**src/rtl/jtag_host_driver.sv**
```systemverilog
// rtl/jtag_host_driver.sv - host-side JTAG master turning reset/IR/DR/idle commands into TCK/TMS/TDI and capturing TDO
module jtag_host_driver #(
    parameter int CLK_DIV = 2,
    parameter int MAX_LEN = 32,
    parameter int LEN_W   = 6
) (
    input  logic               i_clk,
    input  logic               i_rst,
    input  logic               i_cmd_valid,
    output logic               o_cmd_ready,
    input  logic [1:0]         i_cmd_op,
    input  logic [LEN_W-1:0]   i_cmd_len,
    input  logic [MAX_LEN-1:0] i_cmd_data,
    output logic               o_rsp_valid,
    output logic [MAX_LEN-1:0] o_rsp_data,
    output logic               o_tck,
    output logic               o_tms,
    output logic               o_tdi,
    input  logic               i_tdo
);
    localparam int DIV_W = (CLK_DIV > 1) ? $clog2(CLK_DIV) : 1;
    localparam logic [1:0] OP_RESET = 2'd0;
    localparam logic [1:0] OP_IR    = 2'd1;
    localparam logic [1:0] OP_IDLE  = 2'd3;

    typedef enum logic [2:0] {S_IDLE, S_HEADER, S_SHIFT, S_TRAILER, S_DONE} state_t;

    state_t             r_state, w_state_nxt;
    logic [LEN_W-1:0]   r_idx, w_idx_nxt, r_len, w_len, w_len_in, w_hdr_last;
    logic [1:0]         r_op, w_op;
    logic [MAX_LEN-1:0] r_data, w_data, w_data_sh, r_cap, r_rsp_data;
    logic [DIV_W-1:0]   r_div;
    logic               r_tck, r_tms, r_tdi, w_tms_nxt, w_tdi_nxt;
    logic               w_accept, w_tick, w_rise, w_fall, w_busy;

    assign o_cmd_ready = (r_state == S_IDLE) && !i_rst;
    assign o_rsp_valid = (r_state == S_DONE);
    assign o_rsp_data  = r_rsp_data;
    assign o_tck       = r_tck;
    assign o_tms       = r_tms;
    assign o_tdi       = r_tdi;

    assign w_accept = i_cmd_valid && o_cmd_ready;
    assign w_busy   = (r_state == S_HEADER) || (r_state == S_SHIFT) || (r_state == S_TRAILER);
    assign w_tick   = (r_div == DIV_W'(CLK_DIV - 1));
    assign w_rise   = w_tick && !r_tck;
    assign w_fall   = w_tick && r_tck;

    // Zero-length scans still shift one bit; oversize requests are clamped.
    assign w_len_in = (i_cmd_len == '0) ? LEN_W'(1) :
                      (i_cmd_len > LEN_W'(MAX_LEN)) ? LEN_W'(MAX_LEN) : i_cmd_len;

    assign w_op   = w_accept ? i_cmd_op   : r_op;
    assign w_len  = w_accept ? w_len_in   : r_len;
    assign w_data = w_accept ? i_cmd_data : r_data;

    assign w_hdr_last = (r_op == OP_RESET) ? LEN_W'(5) :
                        (r_op == OP_IR)    ? LEN_W'(3) : LEN_W'(2);

    always_comb begin
        w_state_nxt = r_state;
        w_idx_nxt   = r_idx;
        case (r_state)
            S_IDLE: if (w_accept) begin
                w_idx_nxt   = '0;
                w_state_nxt = (i_cmd_op == OP_IDLE) ? S_SHIFT : S_HEADER;
            end
            S_HEADER: if (w_fall) begin
                if (r_idx == w_hdr_last) begin
                    w_idx_nxt   = '0;
                    w_state_nxt = (r_op == OP_RESET) ? S_DONE : S_SHIFT;
                end else begin
                    w_idx_nxt = r_idx + 1'b1;
                end
            end
            S_SHIFT: if (w_fall) begin
                if (r_idx == r_len - 1'b1) begin
                    w_idx_nxt   = '0;
                    w_state_nxt = (r_op == OP_IDLE) ? S_DONE : S_TRAILER;
                end else begin
                    w_idx_nxt = r_idx + 1'b1;
                end
            end
            S_TRAILER: if (w_fall) begin
                if (r_idx == LEN_W'(1)) begin
                    w_idx_nxt   = '0;
                    w_state_nxt = S_DONE;
                end else begin
                    w_idx_nxt = r_idx + 1'b1;
                end
            end
            S_DONE:  w_state_nxt = S_IDLE;
            default: w_state_nxt = S_IDLE;
        endcase
    end

    // TMS/TDI for the bit that begins at the next clk, so they change together with the falling TCK.
    assign w_data_sh = w_data >> w_idx_nxt;

    always_comb begin
        w_tms_nxt = 1'b0;
        w_tdi_nxt = 1'b0;
        case (w_state_nxt)
            S_HEADER: begin
                if (w_op == OP_RESET)   w_tms_nxt = (w_idx_nxt < LEN_W'(5));
                else if (w_op == OP_IR) w_tms_nxt = (w_idx_nxt < LEN_W'(2));
                else                    w_tms_nxt = (w_idx_nxt == '0);
            end
            S_SHIFT: if (w_op != OP_IDLE) begin
                w_tms_nxt = (w_idx_nxt == w_len - 1'b1);
                w_tdi_nxt = w_data_sh[0];
            end
            S_TRAILER: w_tms_nxt = (w_idx_nxt == '0);
            default: ;
        endcase
    end

    always_ff @(posedge i_clk) begin
        if (i_rst) begin
            r_state    <= S_IDLE;
            r_idx      <= '0;
            r_op       <= OP_RESET;
            r_len      <= LEN_W'(1);
            r_data     <= '0;
            r_cap      <= '0;
            r_rsp_data <= '0;
            r_div      <= '0;
            r_tck      <= 1'b0;
            r_tms      <= 1'b1;
            r_tdi      <= 1'b0;
        end else begin
            r_state <= w_state_nxt;
            r_idx   <= w_idx_nxt;
            if (w_accept) begin
                r_op   <= i_cmd_op;
                r_len  <= w_len_in;
                r_data <= i_cmd_data;
                r_cap  <= '0;
                r_div  <= '0;
                r_tck  <= 1'b0;
            end else if (w_busy) begin
                if (w_tick) begin
                    r_div <= '0;
                    r_tck <= ~r_tck;
                end else begin
                    r_div <= r_div + 1'b1;
                end
                if (w_rise && (r_state == S_SHIFT) && (r_op != OP_IDLE))
                    r_cap <= r_cap | (MAX_LEN'(i_tdo) << r_idx);
            end
            // TMS keeps its reset value of 1 until the first command is accepted.
            if ((r_state != S_IDLE) || w_accept) begin
                r_tms <= w_tms_nxt;
                r_tdi <= w_tdi_nxt;
            end
            if ((w_state_nxt == S_DONE) && (r_state != S_DONE))
                r_rsp_data <= r_cap;
        end
    end
endmodule

```
**config.mk**
```make
export PLATFORM = sky130hd
export DESIGN_NAME = jtag_host_driver
export DESIGN_NICKNAME = d
export VERILOG_FILES = /design/src/rtl/jtag_host_driver.sv
export SDC_FILE = /design/constraint.sdc
export NUM_CORES = 1
export LEC_CHECK = 0
export ABC_CLOCK_PERIOD_IN_PS = 3070
export CAP_MARGIN = 0
export CELL_PAD_IN_SITES_DETAIL_PLACEMENT = 2
export CELL_PAD_IN_SITES_GLOBAL_PLACEMENT = 2
export CORE_UTILIZATION = 29
export DETAILED_ROUTE_END_ITERATION = 10
export PLACE_DENSITY = 0.74
export SLEW_MARGIN = 10
export SYNTH_ARGS = -nofsm -noshare
export SYNTH_HDL_FRONTEND = slang
export SYNTH_SLANG_ARGS = --single-unit
```
**constraint.sdc**
```tcl
create_clock -name i_clk -period 3.07 [get_ports i_clk]
set_input_delay 0.921 -clock i_clk [delete_from_list [all_inputs] [get_ports i_clk]]
set_output_delay 0.921 -clock i_clk [all_outputs]
set_load 0.02 [all_outputs]
```
==> results of run 1 <==
## per-layer routing
metal	share of wire (%)	wire, µm
met1	42	8350
met2	53	10400
met4	2.1	412
met3	3.3	656
met5	0	0
## power groups by stage
stage	registers (mW)	logic, mW	clock network [mW]
finish	1.58	0.427	2.10
global route	1.58	0.465	2.19
CTS	1.58	0.409	2.13
detailed placement	1.61	0.393	0
global placement	1.61	0.375	0
floorplan	1.61	0.210	0
## final cells by class
cell class,instances,area [µm²],share of cell area (%)
clock buffers,19,453,5.94
clock inverters,12,165,2.16
inverters,5,18.8,0.246
multi-input cells,472,3020,39.5
flip-flops and latches,117,2350,30.8
well taps,229,287,3.76
repair buffers,148,1340,17.6
## kinds of logic after synthesis
group	count (synthesis)	share of synthesized area [%]
flops	117	43.3
compound gates	131	16.5
simple gates	269	23.2
xor+xnor	15	2.43
fa+ha+maj	4	0.926
mux	53	9.84
buf+inv	42	3.77
## timing repair
item | CTS | global route
setup buffers | 3 | 4
resized for setup | 13 | 23
setup endpoints to repair | 2 | 2
pin swaps | 6 | 12
## worst paths after layout
kind,startpoint,to,slack (ns)
worst max-delay path,r_len[1],o_tdi,-0.0002
worst min-delay path,r_data[26],r_data[26],0.46
worst max register to register,r_len[1],o_tdi,-0.0002
worst min register to register,r_data[26],r_data[26],0.46
## placed cells by master, fill, tap and decap left out, types with 4 or more instances in the layout
cell type	instances
nor2b_1	4
xor2_1	7
mux2i_1	48
inv_6	5
buf_4	63
dfxtp_1	114
o21ai_0	4
a21oi_1	75
xnor2_1	8
a31oi_1	5
and2_1	9
clkbuf_16	17
clkdlybuf4s50_1	79
a2111oi_2	4
nand2b_1	7
nor3_1	12
and3_1	7
a211oi_1	4
nor2_1	106
nor3b_1	10
nand2_1	79
nand3_1	6
## stage by stage
stage	util, %	setup TNS, ns	std cells	hold slack, ns	setup WS (ns)
finish	42.2	-0.000186	1002	0.456	-0.000186
detailed placement	37.6	-0.595	964	0.451	-0.365
CTS	41.4	0	998	0.459	0.0161
floorplan	-	0	631	0.431	0.0990
global placement	37.6	-0.481	964	0.447	-0.305
global route	42.2	-0.222	1002	0.482	-0.134
## synthesized netlist by cell type, types with 2 or more instances
library cell  number
or3b_1             2
dfxtp_1          117
a211oi_1           6
a21o_1             2
and2_1             8
nor2b_1            4
nand3_1            6
xor2_1             7
nor3_1            13
nor4_1             2
mux2i_1           52
o22ai_1            3
o21ai_0            5
a41oi_1            2
and3_1             7
or2_2              3
buf_6              3
nor3b_1           11
nand2b_1           8
buf_2              6
ha_1               4
a31oi_1            5
nand4_1            3
inv_1              5
clkbuf_1          27
xnor2_1            8
a2111oi_0          2
o211ai_1           3
a211o_1            3
nor2_1           106
o21ai_1            2
or4_1              2
nand2_1           80
a21oi_1           75
a22oi_1            2
a211oi_4           2
## critical path: stages, from the launching register on
cell,delay (ns)
dfxtp_2,0.32
inv_2,0.06
ha_4,0.13
or3b_4,0.39
a211oi_4,0.28
o211a_4,0.23
a211oi_4,0.11
nor3_4,0.25
buf_6,0.17
buf_4,0.13
buf_4,0.12
mux2i_1,0.18
nand2_1,0.08
a31oi_1,0.23
a31o_1,0.18
o21ai_1,0.08
## flip-flops by register name, summed over array words and instances, names as in the netlist
name        flops
r_idx           6
o_rsp_data     32
r_div           1
r_cap          32
r_op            2
r_state         3
o_tdi           1
o_tms           1
r_data         32
o_tck           1
r_len           6
==> summary.txt, run 1 <==
Power
  • Pint: 3.08 mW
  • PwrDens: 538 nW/µm²
  • Sw Share: 24.9%
  • Tot Pwr: 4.10 mW
  • Maximum vdd drop: 0.400 mV
  • Sw Pwr: 1.02 mW
  • Clock Power Share: 51.1%
  • Combinational power share: 10.4%
  • Lkg Pwr: 3.22 nW
  • Reg power frac: 38.5%

STA
  • Setup violations, final: 1
  • Slew Viols, Final: 0
  • Slew margin rel.: 52.3%
  • Min Tclk post-route: 3.07 ns
  • Final Skew: 0.0118 ns
  • Final worst path period share: 100%
  • Final Hold Vio Count: 0
  • RSZ-0062 raised after global routing: true
  • Fmax: 326 MHz
  • Final worst slack: -0.000186 ns
  • Actual transition at the worst max-transition pin: 0.710 ns

Setup path
  • CP Capture Type: register
  • Worst reg2reg path depth: 15
  • Crit path DAT: 3.37 ns
  • Critical Path Start Type: register
  • CP required: 3.37 ns
  • Kind of critical path: register to register
  • Max Fanout on Critical Path: 5

Route
  • Vias/cell: 5.21
  • Drt first pass iters: 10
  • Drt wl/cell: 19.8 µm
  • Initial DRC count: 152
  • # DRC: 4
  • Final WL: 19800 µm
  • Post-DRT Antenna Nets: 0
  • Detailed-route via count: 5222

CTS
  • Worst-path clk slew: 0.06 ns
  • CTS tree: yes
  • Skew-Pair Late Insertion Delay: 0.42 ns
  • H-tree levels: 4
  • # hold bufs at CTS: 0
  • Root Driver: clkbuf_16
  • Longest Clk Path Bufs: 2
  • Cts bufs inserted: 17
  • TritonCTS Sinks: 117

Placed design
  • HPWL Detailed: 13600 µm
  • Post-DP Area: 6800 µm²
  • IO buf count: 80
  • RePlAce Congestion: 0.848

Floorplanning
  • Floorplan Core Area: 18100 µm²
  • Die width: 139 µm
  • Cell Rows: 49
  • Die area: 19200 µm²
  • IO Pins: 81
  • Starting density of the core: 29.9%
  • Die height: 139 µm

Synthesis
  • Seq/Total Area, Yosys: 43.3%
  • Synth warn: 0
  • Netlist cell types: 71
  • Area leader, netlist: dfxtp_1
  • Synthesized area: 5400 µm²
  • Post-synth top area share: 43.3%
  • Post-synth EDFFs: 0
  • FF+latch count, synth: 117
  • Ys async rst share: 0%
  • Top post-synthesis cells by area: dfxtp_1 43%, mux2i_1 9.6%, nor2_1 7.4%
  • Top_reg_cell synth: dfxtp_1
  • Syn_nets: 679
  • Syn Area/Cell: 8.56 µm²
  • Synthesized netlist cell count: 631

Global route
  • Met3 usage: 4.33%
  • GR Util met1: 23.7%
  • Vias in the first global route: 5795
  • First-pass GRT wire length: 31200 µm
  • GR Layer Usage met2: 38.2%
  • Initial antenna violation count: 0
  • Largest net degree at the start of global routing: 55
  • Most used routing layer: met2
  • GRT Total Usage: 20.9%
  • Overflow after GRT: 0

Finish
  • Final nets: 809
  • # fillers: 1927
  • Share of layout cells above drive strength 1: 19.0%
  • Area Growth Syn to Fin: 41.2%
  • Cell area after layout: 7630 µm²
  • # diodes: 0

Job
  • Max-Cap Viols: 0

Outcome
  • Status: finished, violations left
  • Violated checks: DRC, setup timing

Hold path
  • Worst Hold Class: register to register
  • Worst Hold Depth: 2
Note: power is estimated with default switching activity, not from simulation.
==> inputs of run 2 (changes only) <==
--- a/config.mk
+++ b/config.mk
@@ -12,6 +12,7 @@
 export CORE_UTILIZATION = 29
 export DETAILED_ROUTE_END_ITERATION = 10
 export PLACE_DENSITY = 0.74
+export SKIP_CTS_REPAIR_TIMING = 1
 export SLEW_MARGIN = 10
 export SYNTH_ARGS = -nofsm -noshare
 export SYNTH_HDL_FRONTEND = slang
==> run 2 against run 1 <==
  * The run ends with DRC left
  * First-iteration DRC count increased by 30%
  * Routed wire length increased by 1.6%
  * Clock-buffer cell count unchanged
  * Final cell count about the same
  * Design area increased by 0.25%
  * Setup slack improved by 0.030 ns
  * Worst hold slack improved by 0.0082 ns
  * Clock power about the same
  * Clock skew increased by 0.0036 ns
  * Register-to-register slack improved by 0.03 ns
  * Sequential power about the same
  * Largest power group unchanged
==> summary.txt, run 2 (synthesis results as in run 1) <==
Outcome
  • Status: finished, violations left
  • Violated checks: DRC

Power
  • Combinational power share: 10.5%
  • Sw Pwr: 1.03 mW
  • Pint: 3.08 mW
  • Maximum vdd drop: 0.404 mV
  • PwrDens: 538 nW/µm²
  • Sw Share: 25.1%
  • Reg power frac: 38.4%
  • Tot Pwr: 4.12 mW
  • Clock Power Share: 51.1%
  • Lkg Pwr: 3.23 nW

Setup path
  • Critical Path Start Type: register
  • Max Fanout on Critical Path: 6
  • Crit path DAT: 3.36 ns
  • CP required: 3.39 ns
  • Kind of critical path: register to register
  • CP Capture Type: register

Floorplanning
  • Starting density of the core: 29.9%
  • Die area: 19200 µm²
  • Cell Rows: 49
  • Die height: 139 µm
  • Floorplan Core Area: 18100 µm²
  • Die width: 139 µm
  • IO Pins: 81

Hold path
  • Worst Hold Class: register to register

Global route
  • Vias in the first global route: 5732
  • Largest net degree at the start of global routing: 55
  • Overflow after GRT: 0
  • Initial antenna violation count: 0
  • First-pass GRT wire length: 30600 µm
  • GRT Total Usage: 20.5%

STA
  • Slew margin rel.: 51.5%
  • Final worst path period share: 99.0%
  • Final Hold Vio Count: 0
  • Min Tclk post-route: 3.04 ns
  • Fmax: 329 MHz
  • Slew Viols, Final: 0
  • Setup violations, final: 0
  • Final Skew: 0.0155 ns
  • Actual transition at the worst max-transition pin: 0.726 ns
  • Final worst slack: 0.0298 ns
  • RSZ-0062 raised after global routing: true

Route
  • Final WL: 20100 µm
  • Drt first pass iters: 7
  • Drt wl/cell: 20.1 µm
  • Vias/cell: 5.19
  • # DRC: 4
  • Detailed-route via count: 5197
  • Post-DRT Antenna Nets: 0
  • Initial DRC count: 198

CTS
  • CTS tree: yes
  • Worst-path clk slew: 0.06 ns
  • Longest Clk Path Bufs: 2
  • H-tree levels: 4
  • Root Driver: clkbuf_16
  • Cts bufs inserted: 17
  • TritonCTS Sinks: 117
  • Skew-Pair Late Insertion Delay: 0.43 ns

Placed design
  • Dpl ws: -0.365 ns
  • HPWL Detailed: 13600 µm
  • RePlAce Congestion: 0.848
  • IO buf count: 80

Finish
  • Share of layout cells above drive strength 1: 19.6%
  • # diodes: 0
  • Final nets: 808
  • Area Growth Syn to Fin: 41.5%
  • Most common cell after layout, fill and taps aside: dfxtp_1
  • # fillers: 1923
  • Commonest non-fill, non-tap cells in the layout: 115 x dfxtp_1, 106 x nor2_1, 79 x nand2_1, 79 x clkdlybuf4s50_1, 75 x a21oi_1

Job
  • Max-Cap Viols: 0
run 2: worst max-delay path: stages (launching register included):
cell and delay (ns):
dfxtp_2 0.33, inv_2 0.06, ha_4 0.13, or3b_4 0.38, a211oi_4 0.24, o211a_4 0.23
a211oi_4 0.10, nor3_4 0.30, buf_6 0.20, buf_4 0.14, mux2i_1 0.23, nand2_1 0.09
a31oi_1 0.23, a31o_1 0.18, o21ai_1 0.07
run 2: power by group through the flow:
stage	registers (mW)	clock network (mW)	logic (mW)
after floorplan	1.61	0	0.210
after global placement	1.61	0	0.375
after detailed placement	1.61	0	0.393
after CTS	1.58	2.13	0.403
after global routing	1.58	2.19	0.471
final	1.58	2.10	0.434
run 2: final timing paths:
kind               end  slack [ns]  startpoint  depth (start not counted)
max              o_tdi        0.03    r_len[1]                         14
min          r_data[3]        0.46   r_data[3]                          2
max reg2reg      o_tdi        0.03    r_len[1]                         14
min reg2reg  r_data[3]        0.46   r_data[3]                          2
run 2: metrics by stage:
step                      TNS, ns  hold WS, ns  area (µm²)  utilization, %  std cells
final                           0        0.464        7650            42.3       1001
after global routing       -0.162        0.501        7650            42.3       1001
after CTS                  -0.381        0.459        7410            41.0        995
after detailed placement   -0.595        0.451        6800            37.6        964
after global placement     -0.481        0.447        6800            37.6        964
after floorplan                 0        0.431        5420               -        631
run 2: area by class of cell:
| class | instances | area [µm²] | share of cell area [%] |
|---|---|---|---|
| timing repair buffer | 147 | 1340 | 17.5 |
| sequential | 117 | 2340 | 30.7 |
| inverter | 5 | 18.8 | 0.245 |
| tap | 229 | 287 | 3.75 |
| clock inverter | 12 | 165 | 2.16 |
| clock buffer | 19 | 453 | 5.92 |
| multi-input combinational | 472 | 3040 | 39.8 |
run 2: per-layer routing:
layer / GRT usage (%) / routed length (µm) / vias up / share of wire [%]
met5: 0 / 0 / - / 0
met4: 7.87 / 552 / 0 / 2.7
met3: 4.23 / 657 / 44 / 3.3
met2: 37.5 / 10500 / 102 / 52
met1: 23.3 / 8420 / 2599 / 42
li1: - / - / 2452 / -
==> inputs of run 3 (changes only) <==
--- a/config.mk
+++ b/config.mk
@@ -9,8 +9,10 @@
 export CAP_MARGIN = 0
 export CELL_PAD_IN_SITES_DETAIL_PLACEMENT = 2
 export CELL_PAD_IN_SITES_GLOBAL_PLACEMENT = 2
+export CORE_MARGIN = 5
 export CORE_UTILIZATION = 29
 export DETAILED_ROUTE_END_ITERATION = 10
+export GPL_ROUTABILITY_DRIVEN = 0
 export PLACE_DENSITY = 0.74
 export SKIP_CTS_REPAIR_TIMING = 1
 export SLEW_MARGIN = 10
==> run 3 against run 2 <==
  * The run now ends clean
  * Clock skew decreased by 0.0048 ns
  * Sequential share of layout area increased by 0.41 points
  * Utilization decreased by 1.4 points
  * Non-clock buffer count decreased by 5
  * Setup slack improved by 0.059 ns
  * Sequential power about the same
  * Final cell count unchanged
  * Critical path type is now register to primary output
  * Routed wire length decreased by 4.6%
  * Total power decreased by 2.0%
  * Clock power decreased by 3%
==> summary.txt, run 3 (synthesis results as in run 1) <==
Setup path
  • Largest stage delay, worst path: 0.61 ns
  • CP required: 2.15 ns
  • Most common cell type on the critical path: buf_4
  • Cell breakdown of the critical path: buf_4, nor4_4, buf_4, clkdlybuf4s50_1
  • Reg-to-reg startpoint: r_len[0]
  • Max Fanout on Critical Path: 11
  • Crit path DAT: 2.06 ns
  • Kind of critical path: register to primary output
  • CP Capture Type: primary output
  • Crit. Startpoint: r_state[2]
  • Crit-path slowest cell: clkdlybuf4s50_1
  • Crit path max-delay family: buffers and inverters
  • Critical Path Start Type: register
  • WP buf/inv: 3

STA
  • Slew Viols, Final: 0
  • Setup TNS: 0 ns
  • Final worst path period share: 97.1%
  • Min Tclk post-route: 2.98 ns
  • Final Hold Vio Count: 0
  • Setup violations, final: 0
  • Final worst slack: 0.0888 ns
  • Hold_ws: 0.459 ns
  • Actual transition at the worst max-transition pin: 0.837 ns
  • Slew margin rel.: 44.0%
  • Final Skew: 0.0107 ns
  • Fmax: 335 MHz

Power
  • Tot Pwr: 4.03 mW
  • Sw Pwr: 0.971 mW
  • Maximum vdd drop: 0.388 mV
  • Combinational power share: 10.2%
  • Lkg Pwr: 3.19 nW
  • Sw Share: 24.1%
  • Pint: 3.06 mW
  • Reg power frac: 39.3%
  • Clock Power Share: 50.5%
  • PwrDens: 533 nW/µm²

Hold path
  • Hold path start: r_data[23]
  • Worst Hold Class: register to register

Global route
  • Overflow after GRT: 0
  • GRT Total Usage: 18.2%
  • Met3 usage: 3.72%
  • Initial antenna violation count: 0
  • Largest net degree at the start of global routing: 56
  • First-pass GRT wire length: 31400 µm
  • GR Util met1: 21.8%
  • Most used routing layer: met2
  • Vias in the first global route: 5853
  • GR Layer Usage met2: 32.9%

Floorplanning
  • Die width: 147 µm
  • Cell Rows: 50
  • Starting density of the core: 29.2%
  • Die area: 21500 µm²
  • IO Pins: 81
  • Floorplan Core Area: 18500 µm²
  • Die height: 147 µm

Route
  • # DRC: 0
  • Drt first pass iters: 4
  • Post-DRT Antenna Nets: 0
  • Vias/cell: 5.14
  • Detailed-route via count: 5149
  • Final WL: 19200 µm
  • Initial DRC count: 214
  • Drt wl/cell: 19.2 µm

Finish
  • Final std cells w/o fill: 1001
  • Final Core Density: 40.8%
  • Area Growth Syn to Fin: 39.9%
  • Commonest non-fill, non-tap cells in the layout: 111 x dfxtp_1, 106 x nor2_1, 79 x nand2_1
  • # diodes: 0
  • Cell area after layout: 7560 µm²
  • Most common cell after layout, fill and taps aside: dfxtp_1
  • Share of layout cells above drive strength 1: 18.5%
  • Final nets: 803

CTS
  • Cts bufs inserted: 17
  • Longest Clk Path Bufs: 2
  • Worst-path clk slew: 0.06 ns
  • Skew-Pair Late Insertion Delay: 0.42 ns
  • CTS tree: yes
  • Root Driver: clkbuf_16
  • TritonCTS Sinks: 117
  • H-tree levels: 4

Outcome
  • Status: complete, no violations

Job
  • Max-Cap Viols: 0

Placed design
  • IO buf count: 80
  • HPWL Detailed: 13600 µm
  • Dpl ws: -0.422 ns
  • DP Cell Count: 969
  • Post-DP Area: 6800 µm²
## run 3: final cells by class
type	count	area, µm²
clock inverters	11	149
inverters	5	18.8
clock buffers	20	457
flip-flops and latches	117	2350
fillers	2027	11000
well taps	234	293
multi-input cells	472	3020
repair buffers	142	1280
## run 3: power by group through the flow
| stage | sequential [mW] | combinational (mW) | clock, mW |
|---|---|---|---|
| 3_3_place_gp | 1.61 | 0.366 | 0 |
| 4_1_cts | 1.58 | 0.391 | 2.08 |
| 2_1_floorplan | 1.61 | 0.210 | 0 |
| 3_5_place_dp | 1.61 | 0.384 | 0 |
| 6_report | 1.58 | 0.411 | 2.04 |
| 5_1_grt | 1.59 | 0.450 | 2.16 |
## run 3: path summary, 6_finish.rpt
check / end / slack [ns] / depth (start not counted)
worst max-delay path: o_cmd_ready / 0.09 / 4
worst min-delay path: r_data[23] / 0.46 / 2
worst max register to register: o_tdi / 0.12 / 13
worst min register to register: r_data[23] / 0.46 / 2
## run 3: worst min-delay path, delay by kind of cell, from the launching register on
| kind | cells | cell delay [ns] |
|---|---|---|
| DFF | 1 | 0.31 |
| and+or+nand+nor | 1 | 0.05 |
| AOI/OAI and AO/OA | 1 | 0.05 |
## run 3: metal layers
layer	vias to the layer above	part of all wire, %	wire length [µm]
li1	2442	-	-
met1	2607	43	8250
met2	78	53	10100
met3	22	2.7	519
met4	0	1.6	305
met5	-	0	0
